File: src/rtl/axi_lite_master_if.sv
// axi_lite_master_if: shared AXI4-Lite types and the AW/W/B/AR/R channel bundle.
package axi_lite_pkg;
   typedef logic [31:0] addr_t;
   typedef logic [31:0] data_t;
   typedef logic [1:0]  resp_t;
endpackage

interface axi_lite_if;
   import axi_lite_pkg::*;
   logic  awvalid, awready, wvalid, wready, bvalid, bready;
   logic  arvalid, arready, rvalid, rready;
   addr_t awaddr, araddr;
   data_t wdata, rdata;
   resp_t bresp, rresp;
   modport master (
      output awvalid, awaddr, wvalid, wdata, bready, arvalid, araddr, rready,
      input  awready, wready, bvalid, bresp, arready, rvalid, rdata, rresp
   );
   modport slave (
      input  awvalid, awaddr, wvalid, wdata, bready, arvalid, araddr, rready,
      output awready, wready, bvalid, bresp, arready, rvalid, rdata, rresp
   );
endinterface

File: src/rtl/axi_lite_master.sv
// axi_lite_master: one-at-a-time AXI4-Lite initiator with a valid/ready response port and error counter.
module axi_lite_master
   import axi_lite_pkg::*;
(
   input  logic        clk,
   input  logic        rst,
   axi_lite_if.master  m_axi_lite,
   input  logic        cmd_valid,
   output logic        cmd_ready,
   input  logic        cmd_write,
   input  addr_t       cmd_addr,
   input  data_t       cmd_wdata,
   output logic        rsp_valid,
   input  logic        rsp_ready,
   output logic        rsp_write,
   output data_t       rsp_rdata,
   output resp_t       rsp_resp,
   output logic [15:0] err_cnt
);
   localparam logic [1:0] IDLE = 2'd0, WRITE = 2'd1, READ = 2'd2, RESP = 2'd3;
   logic [1:0] state;
   logic       aw_done, w_done;
   assign cmd_ready = state == IDLE;
   always_ff @(posedge clk or negedge rst)
      if (!rst) begin
         state              <= IDLE;
         aw_done            <= 1'b0;
         w_done             <= 1'b0;
         m_axi_lite.awvalid <= 1'b0;
         m_axi_lite.wvalid  <= 1'b0;
         m_axi_lite.bready  <= 1'b0;
         m_axi_lite.arvalid <= 1'b0;
         m_axi_lite.rready  <= 1'b0;
         m_axi_lite.awaddr  <= '0;
         m_axi_lite.wdata   <= '0;
         m_axi_lite.araddr  <= '0;
         rsp_valid          <= 1'b0;
         rsp_write          <= 1'b0;
         rsp_rdata          <= '0;
         rsp_resp           <= '0;
         err_cnt            <= '0;
      end else
         case (state)
            IDLE: if (cmd_valid) begin
               aw_done          <= 1'b0;
               w_done           <= 1'b0;
               m_axi_lite.wdata <= cmd_wdata;
               if (cmd_write) begin
                  m_axi_lite.awaddr  <= cmd_addr;
                  m_axi_lite.awvalid <= 1'b1;
                  m_axi_lite.wvalid  <= 1'b1;
                  m_axi_lite.bready  <= 1'b1;
                  state              <= WRITE;
               end else begin
                  m_axi_lite.araddr  <= cmd_addr;
                  m_axi_lite.arvalid <= 1'b1;
                  m_axi_lite.rready  <= 1'b1;
                  state              <= READ;
               end
            end
            WRITE: begin
               if (m_axi_lite.awvalid && m_axi_lite.awready) begin
                  m_axi_lite.awvalid <= 1'b0;
                  aw_done            <= 1'b1;
               end
               if (m_axi_lite.wvalid && m_axi_lite.wready) begin
                  m_axi_lite.wvalid <= 1'b0;
                  w_done            <= 1'b1;
               end
               if (m_axi_lite.bvalid) begin
                  m_axi_lite.awvalid <= 1'b0;
                  m_axi_lite.wvalid  <= 1'b0;
                  m_axi_lite.bready  <= 1'b0;
                  rsp_resp           <= m_axi_lite.bresp;
                  rsp_write          <= 1'b1;
                  rsp_rdata          <= '0;
                  rsp_valid          <= 1'b1;
                  err_cnt            <= err_cnt + {15'd0, m_axi_lite.bresp != 2'b00 && err_cnt != 16'hFFFF};
                  state              <= RESP;
               end
            end
            READ: begin
               if (m_axi_lite.arvalid && m_axi_lite.arready) m_axi_lite.arvalid <= 1'b0;
               if (m_axi_lite.rvalid) begin
                  m_axi_lite.arvalid <= 1'b0;
                  m_axi_lite.rready  <= 1'b0;
                  rsp_resp           <= m_axi_lite.rresp;
                  rsp_rdata          <= m_axi_lite.rdata;
                  rsp_write          <= 1'b0;
                  rsp_valid          <= 1'b1;
                  err_cnt            <= err_cnt + {15'd0, m_axi_lite.rresp != 2'b00 && err_cnt != 16'hFFFF};
                  state              <= RESP;
               end
            end
            default: if (rsp_ready) begin
               rsp_valid <= 1'b0;
               state     <= IDLE;
            end
         endcase
endmodule

File: src/flat_wrapper.sv
// flat-port wrapper written by rule: the top's interface ports become plain ports
module axi_lite_master_flat import axi_lite_pkg::*;
  (clk, rst, cmd_valid, cmd_ready, cmd_write, cmd_addr, cmd_wdata, rsp_valid, rsp_ready, rsp_write, rsp_rdata, rsp_resp, err_cnt, m_axi_lite_awvalid, m_axi_lite_awaddr, m_axi_lite_wvalid, m_axi_lite_wdata, m_axi_lite_bready, m_axi_lite_arvalid, m_axi_lite_araddr, m_axi_lite_rready, m_axi_lite_awready, m_axi_lite_wready, m_axi_lite_bvalid, m_axi_lite_bresp, m_axi_lite_arready, m_axi_lite_rvalid, m_axi_lite_rdata, m_axi_lite_rresp);
  axi_lite_if m_axi_lite_i ();
  input  logic clk;
  input  logic rst;
  input  logic cmd_valid;
  output logic cmd_ready;
  input  logic cmd_write;
  input  addr_t cmd_addr;
  input  data_t cmd_wdata;
  output logic rsp_valid;
  input  logic rsp_ready;
  output logic rsp_write;
  output data_t rsp_rdata;
  output resp_t rsp_resp;
  output logic [15:0] err_cnt;
  output wire logic [$bits(m_axi_lite_i.awvalid)-1:0] m_axi_lite_awvalid;
  output wire logic [$bits(m_axi_lite_i.awaddr)-1:0] m_axi_lite_awaddr;
  output wire logic [$bits(m_axi_lite_i.wvalid)-1:0] m_axi_lite_wvalid;
  output wire logic [$bits(m_axi_lite_i.wdata)-1:0] m_axi_lite_wdata;
  output wire logic [$bits(m_axi_lite_i.bready)-1:0] m_axi_lite_bready;
  output wire logic [$bits(m_axi_lite_i.arvalid)-1:0] m_axi_lite_arvalid;
  output wire logic [$bits(m_axi_lite_i.araddr)-1:0] m_axi_lite_araddr;
  output wire logic [$bits(m_axi_lite_i.rready)-1:0] m_axi_lite_rready;
  input wire logic [$bits(m_axi_lite_i.awready)-1:0] m_axi_lite_awready;
  input wire logic [$bits(m_axi_lite_i.wready)-1:0] m_axi_lite_wready;
  input wire logic [$bits(m_axi_lite_i.bvalid)-1:0] m_axi_lite_bvalid;
  input wire logic [$bits(m_axi_lite_i.bresp)-1:0] m_axi_lite_bresp;
  input wire logic [$bits(m_axi_lite_i.arready)-1:0] m_axi_lite_arready;
  input wire logic [$bits(m_axi_lite_i.rvalid)-1:0] m_axi_lite_rvalid;
  input wire logic [$bits(m_axi_lite_i.rdata)-1:0] m_axi_lite_rdata;
  input wire logic [$bits(m_axi_lite_i.rresp)-1:0] m_axi_lite_rresp;
  assign m_axi_lite_awvalid = m_axi_lite_i.awvalid;
  assign m_axi_lite_awaddr = m_axi_lite_i.awaddr;
  assign m_axi_lite_wvalid = m_axi_lite_i.wvalid;
  assign m_axi_lite_wdata = m_axi_lite_i.wdata;
  assign m_axi_lite_bready = m_axi_lite_i.bready;
  assign m_axi_lite_arvalid = m_axi_lite_i.arvalid;
  assign m_axi_lite_araddr = m_axi_lite_i.araddr;
  assign m_axi_lite_rready = m_axi_lite_i.rready;
  assign m_axi_lite_i.awready = m_axi_lite_awready;
  assign m_axi_lite_i.wready = m_axi_lite_wready;
  assign m_axi_lite_i.bvalid = m_axi_lite_bvalid;
  assign m_axi_lite_i.bresp = m_axi_lite_bresp;
  assign m_axi_lite_i.arready = m_axi_lite_arready;
  assign m_axi_lite_i.rvalid = m_axi_lite_rvalid;
  assign m_axi_lite_i.rdata = m_axi_lite_rdata;
  assign m_axi_lite_i.rresp = m_axi_lite_rresp;
  axi_lite_master u_core (.clk(clk), .rst(rst), .m_axi_lite(m_axi_lite_i), .cmd_valid(cmd_valid), .cmd_ready(cmd_ready), .cmd_write(cmd_write), .cmd_addr(cmd_addr), .cmd_wdata(cmd_wdata), .rsp_valid(rsp_valid), .rsp_ready(rsp_ready), .rsp_write(rsp_write), .rsp_rdata(rsp_rdata), .rsp_resp(rsp_resp), .err_cnt(err_cnt));
endmodule
File: config.mk
export PLATFORM = sky130hd
export DESIGN_NAME = axi_lite_master_flat
export DESIGN_NICKNAME = d
export VERILOG_FILES = /design/src/rtl/axi_lite_master_if.sv /design/src/rtl/axi_lite_master.sv /design/src/flat_wrapper.sv
export SDC_FILE = /design/constraint.sdc
export NUM_CORES = 1
export LEC_CHECK = 0
export BUFFER_PORTS_ARGS = -buffer_cell sky130_fd_sc_hd__buf_2
export CAP_MARGIN = 15
export CORE_MARGIN = 3
export CORE_UTILIZATION = 43
export CTS_CLUSTER_DIAMETER = 100
export DETAILED_ROUTE_END_ITERATION = 12
export PLACE_DENSITY = 0.88
export SLEW_MARGIN = 10
export SYNTH_ARGS = -nofsm -noshare
export SYNTH_HDL_FRONTEND = slang
export SYNTH_SLANG_ARGS = --single-unit
File: constraint.sdc
create_clock -name clk -period 1.93 [get_ports clk]
set_clock_uncertainty 0.1 [all_clocks]
set_input_delay 0.0965 -clock clk [delete_from_list [all_inputs] [get_ports clk]]
set_output_delay 0.0965 -clock clk [all_outputs]
set_load 0.005 [all_outputs]
==> results of run 1 <==
==> worst max-delay path by stage <==
stage	start	endpoint	slack (ns)	depth (start not counted)
final	u_core.err_cnt[10]$_DFFE_PN0P_	u_core.err_cnt[14]$_DFFE_PN0P_	-0.02	9
after global routing	u_core.err_cnt[10]$_DFFE_PN0P_	u_core.err_cnt[14]$_DFFE_PN0P_	-0.11	9
after CTS	u_core.err_cnt[7]$_DFFE_PN0P_	u_core.err_cnt[14]$_DFFE_PN0P_	-0.04	9
after detailed placement	u_core.state[0]$_DFFE_PN0P_	u_core.err_cnt[15]$_DFFE_PN0P_	-0.09	10
after global placement	u_core.state[0]$_DFFE_PN0P_	u_core.err_cnt[15]$_DFFE_PN0P_	-0.06	10
after floorplan	u_core.state[1]$_DFFE_PN0P_	u_core.rsp_rdata[27]$_DFFE_PN0P_	-0.006	7
==> per-layer routing <==
layer / vias up / share of wire / track usage / wire (um)
li1: 2484 / - / - / -
met3: 70 / 0.068 / 0.0563 / 1360
met2: 300 / 0.52 / 0.455 / 10400
met4: 0 / 0.043 / 0.133 / 854
met1: 2689 / 0.37 / 0.288 / 7330
met5: - / 0 / 0 / 0
==> repair_timing <==
action	4_1_cts	5_1_grt
gates cloned	1	1
setup endpoints to repair	42	117
gates resized for setup	8	11
hold buffers	106	2
setup buffers	3	4
hold endpoints to repair	290	2
pin swaps	10	12
==> through the flow <==
stage | total power, uW | setup TNS [ns] | instances | setup slack [ns] | hold WS (ns)
global route | 15700 | -0.835 | 1090 | -0.114 | 0.0673
finish | 14800 | -0.0181 | 1090 | -0.0177 | 0.0597
detailed placement | 10600 | -0.861 | 939 | -0.0903 | -0.0250
floorplan | 8070 | -0.0538 | 479 | -0.00637 | -0.299
CTS | 14500 | -0.153 | 1081 | -0.0383 | 0.0513
global placement | 10400 | -0.180 | 939 | -0.0568 | -0.0253
==> worst register-to-register path: stages (launching register included) <==
cell	delay (ns)
dfrtp_1	0.37
and4_1	0.22
and4_1	0.17
nand4_1	0.08
and2_4	0.15
ha_4	0.15
ha_4	0.13
and3_4	0.19
nand4_1	0.11
xnor2_1	0.15
==> placed cells by master (no fill, tap or decap), types with 5 or more instances in the layout <==
master         Yosys  layout
buf_4              4      41
nand2_1          115     114
dlygate4sd3_1      0     106
nor2_1            17      12
nand4_1            9       9
a22o_1            32      32
buf_2              6     262
dfrtp_1          155     155
buf_12             0       7
clkbuf_16          0      17
mux2_1             9       9
o2bb2ai_1          5       5
mux2_2            57      57
o21ai_0            6       5
xnor2_1           13      13
==> state kept, by name (all words and copies together), names as in the netlist <==
register	count
u_core.m_axi_lite.araddr	32
u_core.m_axi_lite.awaddr	32
u_core.m_axi_lite.wdata	32
u_core.rsp_rdata	32
u_core.err_cnt	16
u_core.rsp_resp	2
u_core.state	2
u_core.m_axi_lite.arvalid	1
u_core.m_axi_lite.awvalid	1
u_core.m_axi_lite.bready	1
u_core.m_axi_lite.rready	1
u_core.m_axi_lite.wvalid	1
u_core.rsp_valid	1
u_core.rsp_write	1
==> area by class of cell <==
class,count,area [um^2]
flip-flops and latches,155,3880
repair buffers,417,2830
diodes,4,10.0
multi-input cells,303,2220
clock inverters,13,188
clock buffers,19,443
inverters,3,11.3
fillers,864,3750
well taps,176,220
==> report_power, final <==
group          leakage [uW]  total (uW)  internal [uW]  switching, uW
logic               0.00276        5740           3010           2730
registers           0.00192        5560           4720            840
clock network      0.000301        3540           2210           1330
total               0.00498       14800           9930           4900
==> kinds of logic after synthesis <==
family                   after synthesis  share of synthesized area
AO/OA/AOI/OAI                         49                     0.0635
XOR/XNOR                              14                     0.0202
adder cells (fa/ha/maj)                7                     0.0144
buffers and inverters                 23                     0.0204
flip-flops                           155                      0.637
multiplexers                          68                      0.125
AND/OR/NAND/NOR                      163                      0.119
==> key figures, run 1 <==
Status
  – Failing checks: negative setup slack
  – Status: finished with violations

Floorplanning
  – Die area: ~16000 um^2
  – Core area: between 10000 and 15000 um^2
  – Chip Width: ~120 um
  – IO Count: approximately 260
  – Die height: between 100 and 150 um
  – Starting density of the core: 0.449
  – Rows: 42

STA
  – Max Slew Vio Count: 0
  – Slew HR: 0.676
  – Crit path time final: a little under 2 ns
  – Worst setup margin: -0.0177 ns
  – Fin crit share: 1.01
  – FMAX: a little over 500 MHz
  – Final Hold Fails: 0
  – Unrepaired setup endpoints after global routing: true
  – Worst Max-Slew Pin Slew: 0.485 ns
  – Setup violations, final: 2

Clock tree
  – Clock buffer depth: 2
  – Insertion delay to the later sink of the worst-skew pair: a little over 0.4 ns
  – Num CTS Buffers: 17
  – Clk root buf: clkbuf_16
  – Clk sinks: approximately 160
  – Clk slew on worst S/H paths: 0.06 ns
  – CTS tree: yes
  – CTS H-tree depth: 4

Synthesis
  – Syn Nets: 596
  – Post-Synthesis Cells: 479
  – Synth area leaders: dfrtp_1, mux2_2, nand2_1
  – Yosys warns: 0
  – Async SR Flop Fraction: 1.00
  – Seq/Total Area, Yosys: 0.637
  – Mapped cell area: 6080 um^2
  – Top post-synthesis cells by count: dfrtp_1, nand2_1, mux2_2
  – Post-synth EDFFs: 0
  – Mapped Avg Cell Area: between 10 and 15 um^2
  – Top cell type's share of synthesized area: 0.637
  – Yosys top cell by area: dfrtp_1
  – Unique masters post-synth: 33
  – #FFs+latches synth: ~160
  – Main synth FF type: dfrtp_1
  – Most frequent cell after synthesis: dfrtp_1

Finish
  – Fin nets: around 1000
  – Utilization after layout: 0.723
  – Share of cells above drive strength 1: 0.469
  – Syn-to-layout area delta: 61.1%
  – Final Instance Area: 9800 um^2

Setup path
  – Reg-to-reg startpoint: u_core.err_cnt[10]$_DFFE_PN0P_
  – Critical-path top delay cell: dfrtp_1
  – Max stage delay on crit path: about 0.37 ns
  – Bufs and invs on worst path: 0
  – Worst setup SP type: flip-flop
  – Reg2Reg Depth: 9
  – WP data required: ~2.1 ns
  – Critical path arrival: about 2.1 ns
  – Setup CP Type: flip-flop to flip-flop
  – Worst-path maximum fanout: 3
  – R2R setup slack: -0.02 ns
  – Critical path's top delay family: simple AND/OR/NAND/NOR gates
  – FF-to-FF End: u_core.err_cnt[14]$_DFFE_PN0P_
  – Critical Path Sink Type: flip-flop
  – Critical path cell sequence: and4_1, and4_1, nand4_1, and2_4, ha_4, ha_4, and3_4, nand4_1, xnor2_1

Power and ir drop
  – Leakage Power: 0.00498 uW
  – Power Density: between 1500 and 2000 nW/um^2
  – Maximum VDD drop: 0.820 mV

Route
  – Antenna-violating nets left: 0
  – # DRC: 0
  – Avg WL per Cell: between 15 and 20 um
  – Wirelength, routed: approximately 20 mm
  – Drt pass-1 iters: 5
  – Vias post-DR: between 5000 and 6000
  – Iter 0 DRT Violations: slightly above 300
  – Via-to-Cell Ratio: around 5.1

Global routing
  – Largest net degree at the start of global routing: 51
  – First-pass GRT wire length: approximately 32 mm
  – GRT Overall Usage: 0.256
  – Gr ovfl total: 0
  – Antenna violations before repair: 4
  – Vias in the first global route: between 6000 and 7000

Placed design
  – Gp weighted congestion: ~0.84
  – Post-DP HPWL: 11.7 mm
  – Placed standard-cell area: 7950 um^2
  – IO Port Bufs: 263

Min path
  – Worst Hold Path Cells: 3
  – Hold path start: cmd_write
  – Worst Hold Path EP: u_core.m_axi_lite.araddr[11]$_DFFE_PN0P_
  – HP Class: primary input to flip-flop

Run
  – Total of max-cap violations: 0
No activity file was read; power rests on OpenSTA's default activity.
==> inputs of run 2 (changes only) <==
Settings changed: RECOVER_POWER set to 25.
==> key figures, run 2 (synthesized netlist as in run 1, its figures left out) <==
Status
  – Status: finished with violations
  – Failing checks: negative setup slack

STA
  – Max Slew Vio Count: 0
  – Final Hold Fails: 0
  – FMAX: about 500 MHz
  – Fin crit share: 1.01
  – Setup violations, final: 2
  – Worst Max-Slew Pin Slew: between 1 and 1.5 ns
  – Unrepaired setup endpoints after global routing: true
  – Slew HR: 0.190
  – Worst setup margin: -0.0186 ns
  – WHS: a little under 0.06 ns
  – Crit path time final: around 1.9 ns

Global routing
  – GRT Overall Usage: 0.256
  – Gr ovfl total: 0
  – Largest net degree at the start of global routing: 51
  – Antenna violations before repair: 4
  – Vias in the first global route: about 6000
  – First-pass GRT wire length: 31.7 mm

Setup path
  – Reg-to-reg startpoint: u_core.err_cnt[10]$_DFFE_PN0P_
  – CP Launch Point: u_core.err_cnt[10]$_DFFE_PN0P_
  – Setup CP Type: flip-flop to flip-flop
  – Worst setup SP type: flip-flop
  – WP data required: approximately 2.1 ns
  – Critical Path Sink Type: flip-flop
  – Critical path arrival: between 2 and 2.5 ns
  – Worst-path maximum fanout: 3

Clock tree
  – Insertion delay to the later sink of the worst-skew pair: slightly above 0.4 ns
  – Clock buffer depth: 2
  – Clk slew on worst S/H paths: around 0.060 ns
  – Num CTS Buffers: 17
  – Clk root buf: clkbuf_16
  – Clk sinks: around 160
  – CTS tree: yes
  – CTS H-tree depth: 4

Placed design
  – Placed standard-cell area: about 8000 um^2
  – Pre-CTS setup slack: -0.0903 ns
  – Post-DP HPWL: around 12 mm
  – Gp weighted congestion: 0.837
  – IO Port Bufs: about 260
  – Inst Count DP: 939

Min path
  – HP Class: primary input to flip-flop
  – Hold path start: cmd_write

Finish
  – Leading cell types in the layout, fill and taps excluded: buf_2, dfrtp_1, nand2_1
  – Most common cell after layout, fill and taps aside: buf_2
  – FILL cells: around 870
  – Share of cells above drive strength 1: 0.469
  – Multi-input gate area: 2220 um^2
  – Final Instance Area: slightly below 10000 um^2
  – Reg area: about 3900 um^2
  – Cell Count, Final, Fillers Out: roughly 1100
  – Syn-to-layout area delta: 60.5%
  – Fin nets: slightly above 1000

Route
  – Vias post-DR: between 5000 and 6000
  – Wirelength, routed: 20.0 mm
  – Antenna-violating nets left: 0
  – Via-to-Cell Ratio: 5.06
  – Drt pass-1 iters: 4
  – Iter 0 DRT Violations: approximately 280
  – # DRC: 0
  – Avg WL per Cell: around 18 um

Floorplanning
  – Die height: 125 um
  – Starting density of the core: 0.449
  – Chip Width: 125 um
  – Die area: 15600 um^2
  – Core area: ~14000 um^2
  – IO Count: between 200 and 300
  – Rows: 42

Power and ir drop
  – Leakage Power: approximately 0.005 uW
  – Power Density: roughly 1500 nW/um^2
  – Maximum VDD drop: roughly 0.82 mV
  – Pwr Total: ~15000 uW

Run
  – Total of max-cap violations: 0
==> run 2: changes by cell type in the layout (fill, tap and decap cells not counted), sizes merged <==
cell / before / now
diode: 4 / 5
clkbuf: 19 / 23
buf: 311 / 307
==> run 2: area by class of cell <==
class | count | share of cell area
Clock inverter | 13 | 0.0192
Inverter | 3 | 0.00115
Antenna cell | 5 | 0.00128
Sequential cell | 155 | 0.397
Multi-Input combinational cell | 303 | 0.227
Clock buffer | 19 | 0.0453
Timing Repair Buffer | 417 | 0.286
Tap cell | 176 | 0.0225
==> run 2: through the flow <==
step / setup TNS, ns / util
after floorplan: -0.0538 / -
after global placement: -0.180 / 0.586
after detailed placement: -0.861 / 0.586
after CTS: -0.153 / 0.716
after global routing: -2.70 / 0.720
final: -0.0230 / 0.720
==> run 2: metal layers <==
layer,vias up,GRT usage,share of wire
met5,-,0,0
met1,2690,0.288,0.37
met3,61,0.0563,0.064
met2,284,0.455,0.53
li1,2484,-,-
met4,0,0.133,0.040
==> run 2: path summary, 6_finish.rpt <==
kind / endpoint / slack (ns) / cells past startpoint
worst max-delay path: u_core.err_cnt[14]$_DFFE_PN0P_ / -0.02 / 9
worst min-delay path: u_core.m_axi_lite.araddr[11]$_DFFE_PN0P_ / 0.06 / 3
worst max register to register: u_core.err_cnt[14]$_DFFE_PN0P_ / -0.02 / 9
worst min register to register: u_core.m_axi_lite.awaddr[11]$_DFFE_PN0P_ / 0.37 / 2
max in group asynchronous: u_core.m_axi_lite.araddr[15]$_DFFE_PN0P_ / 0.24 / 3
min in group asynchronous: u_core.m_axi_lite.wdata[14]$_DFFE_PN0P_ / 0.40 / 2
==> run 2: critical path, stage by stage, from the launching register on <==
cell     delay [ns]
dfrtp_1        0.37
and4_1         0.22
and4_1         0.17
nand4_1        0.08
and2_4         0.15
ha_4           0.15
ha_4           0.13
and3_4         0.19
nand4_1        0.11
xnor2_1        0.15
==> run 2: timing repair <==
action / CTS / global route
gates resized for setup: 8 / 11
endpoints found under the setup margin: 42 / 117
pin swaps: 10 / 12
hold buffers: 106 / 2
hold endpoints to repair: 290 / 2
setup buffers: 3 / 4
gates cloned: 1 / 1
==> run 2: report_power, final <==
group / total (uW) / switching [uW] / internal (uW) / leakage [uW]
Sequential: 5550 / 839 / 4710 / 0.00192
Clock: 3540 / 1330 / 2210 / 0.000301
Combinational: 5730 / 2730 / 3000 / 0.00275
Total: 14800 / 4900 / 9920 / 0.00497
==> inputs of run 3 (changes only) <==
Settings changed: SETUP_SLACK_MARGIN set to 0.5.
==> key figures, run 3 (synthesized netlist as in run 1, its figures left out) <==
Status
  – Status: finished with violations
  – Failing checks: negative setup slack

Run
  – Total of max-cap violations: 0

Placed design
  – Gp weighted congestion: a little over 0.8
  – IO Port Bufs: ~260
  – Post-DP HPWL: roughly 11 mm

Global routing
  – First-pass GRT wire length: 32.4 mm
  – Largest net degree at the start of global routing: 57
  – Gr ovfl total: 0
  – GRT Overall Usage: 0.261
  – Antenna violations before repair: 2
  – Vias in the first global route: between 5000 and 6000

Finish
  – Most common cell after layout, fill and taps aside: buf_2
  – Leading cell types in the layout, fill and taps excluded: buf_2, dfrtp_1, nand2_1
  – Syn-to-layout area delta: 72.1%
  – Share of cells above drive strength 1: 0.502
  – Fin nets: roughly 1000

Route
  – Drt pass-1 iters: 4
  – Vias post-DR: slightly below 6000
  – Via-to-Cell Ratio: 5.25
  – Iter 0 DRT Violations: ~420
  – Wirelength, routed: around 23 mm
  – # DRC: 0
  – Avg WL per Cell: ~20 um
  – Antenna-violating nets left: 0

STA
  – Crit path time final: between 2 and 2.5 ns
  – FMAX: roughly 480 MHz
  – Setup tns final: -0.455 ns
  – Fin crit share: 1.07
  – Max Slew Vio Count: 0
  – Unrepaired setup endpoints after global routing: true
  – WHS: approximately 0.050 ns
  – Slew HR: 0.187
  – Setup violations, final: 17
  – Worst setup margin: -0.141 ns
  – Final Hold Fails: 0
  – Worst Max-Slew Pin Slew: between 1 and 1.5 ns

Power and ir drop
  – Power Internal: between 10000 and 15000 uW
  – Power Density: roughly 1500 nW/um^2
  – Net Switching: between 5000 and 6000 uW
  – Clock share of power: 0.200
  – Maximum VDD drop: around 0.86 mV
  – Comb pwr share: 0.444
  – Leakage Power: between 0.005 and 0.006 uW
  – Share of total power in sequential cells: 0.356
  – Sw Share: 0.339

Setup path
  – Critical path cell sequence: inv_2, ha_4, nor3_2, a21oi_1, and2_4, ha_4, ha_4, and3_4, nand4_1, xnor2_1
  – Bufs and invs on worst path: 1
  – Setup CP Type: flip-flop to flip-flop
  – Worst-path maximum fanout: 5
  – Critical path's top delay family: simple AND/OR/NAND/NOR gates
  – CP dominant cell by count: ha_4
  – WP data required: around 2.1 ns
  – Critical-path top delay cell: dfrtp_2
  – Max stage delay on crit path: 0.43 ns
  – Critical path arrival: between 2 and 2.5 ns
  – Worst setup SP type: flip-flop
  – Critical Path Sink Type: flip-flop

Clock tree
  – Clock buffer depth: 2
  – Clk slew on worst S/H paths: approximately 0.06 ns
  – Num CTS Buffers: 17
  – CTS H-tree depth: 4
  – CTS tree: yes
  – Clk sinks: around 160
  – Insertion delay to the later sink of the worst-skew pair: 0.41 ns
  – Clk root buf: clkbuf_16

Floorplanning
  – Core area: ~14000 um^2
  – Chip Width: approximately 120 um
  – Die area: 15600 um^2
  – Rows: 42
  – IO Count: roughly 260
  – Starting density of the core: 0.449
  – Die height: around 120 um

Min path
  – HP Class: primary input to flip-flop
## run 3: stage by stage
step           power [uW]  worst slack [ns]  instances  instance area [um^2]   util
4_1_cts             14500           -0.0133       1085                  9830  0.725
6_report            15800            -0.141       1121                 10500  0.772
3_5_place_dp        10600           -0.0943        936                  7940  0.585
3_3_place_gp        10300           -0.0371        936                  7940  0.585
2_1_floorplan        8120          -0.00616        479                  6150      -
5_1_grt             16700            -0.210       1121                 10500  0.772
## run 3: repair_timing
action,4_1_cts,5_1_grt
pin swaps,29,49
cloned,8,14
hold buffers,106,0
hold endpoints to repair,290,0
endpoints found under the setup margin,156,156
buffers inserted,4,20
gates resized for setup,33,62
## run 3: final timing paths
check,slack [ns],endpoint,cells after the start,startpoint
max,-0.14,u_core.err_cnt[14]$_DFFE_PN0P_,10,u_core.state[0]$_DFFE_PN0P_
min,0.05,u_core.state[0]$_DFFE_PN0P_,5,rsp_ready
max reg2reg,-0.14,u_core.err_cnt[14]$_DFFE_PN0P_,10,u_core.state[0]$_DFFE_PN0P_
min reg2reg,0.37,u_core.m_axi_lite.awaddr[10]$_DFFE_PN0P_,2,u_core.m_axi_lite.awaddr[10]$_DFFE_PN0P_
max in group asynchronous,0.22,u_core.state[0]$_DFFE_PN0P_,3,rst
min in group asynchronous,0.39,u_core.m_axi_lite.awaddr[18]$_DFFE_PN0P_,2,rst
## run 3: area by class of cell
cell class	instances	area, um^2
clock buffers	21	460
fillers	793	3090
diodes	2	5.00
inverters	3	11.3
clock inverters	10	93.8
repair buffers	444	3300
multi-input cells	310	2500
flip-flops and latches	155	3880
well taps	176	220
## run 3: power by group through the flow
stage               Combinational [uW]  Sequential [uW]  Clock [uW]
finish                            7040             5640        3160
global route                      7550             5800        3350
CTS                               5780             5510        3180
detailed placement                5070             5530           0
global placement                  4890             5440           0
floorplan                         2490             5630           0
## run 3: worst reg2reg max path, cell delays in order (launching register included)
cell,delay (ns)
dfrtp_2,0.43
inv_2,0.10
ha_4,0.17
nor3_2,0.04
a21oi_1,0.15
and2_4,0.18
ha_4,0.16
ha_4,0.13
and3_4,0.19
nand4_1,0.14
xnor2_1,0.17
## run 3: routing by layer
layer | up-vias | global-route usage | routed length [um]
met1 | 2895 | 0.303 | 8730
met2 | 344 | 0.458 | 11700
met3 | 65 | 0.0729 | 1670
met4 | 0 | 0.103 | 820
li1 | 2576 | - | -
met5 | - | 0 | 0
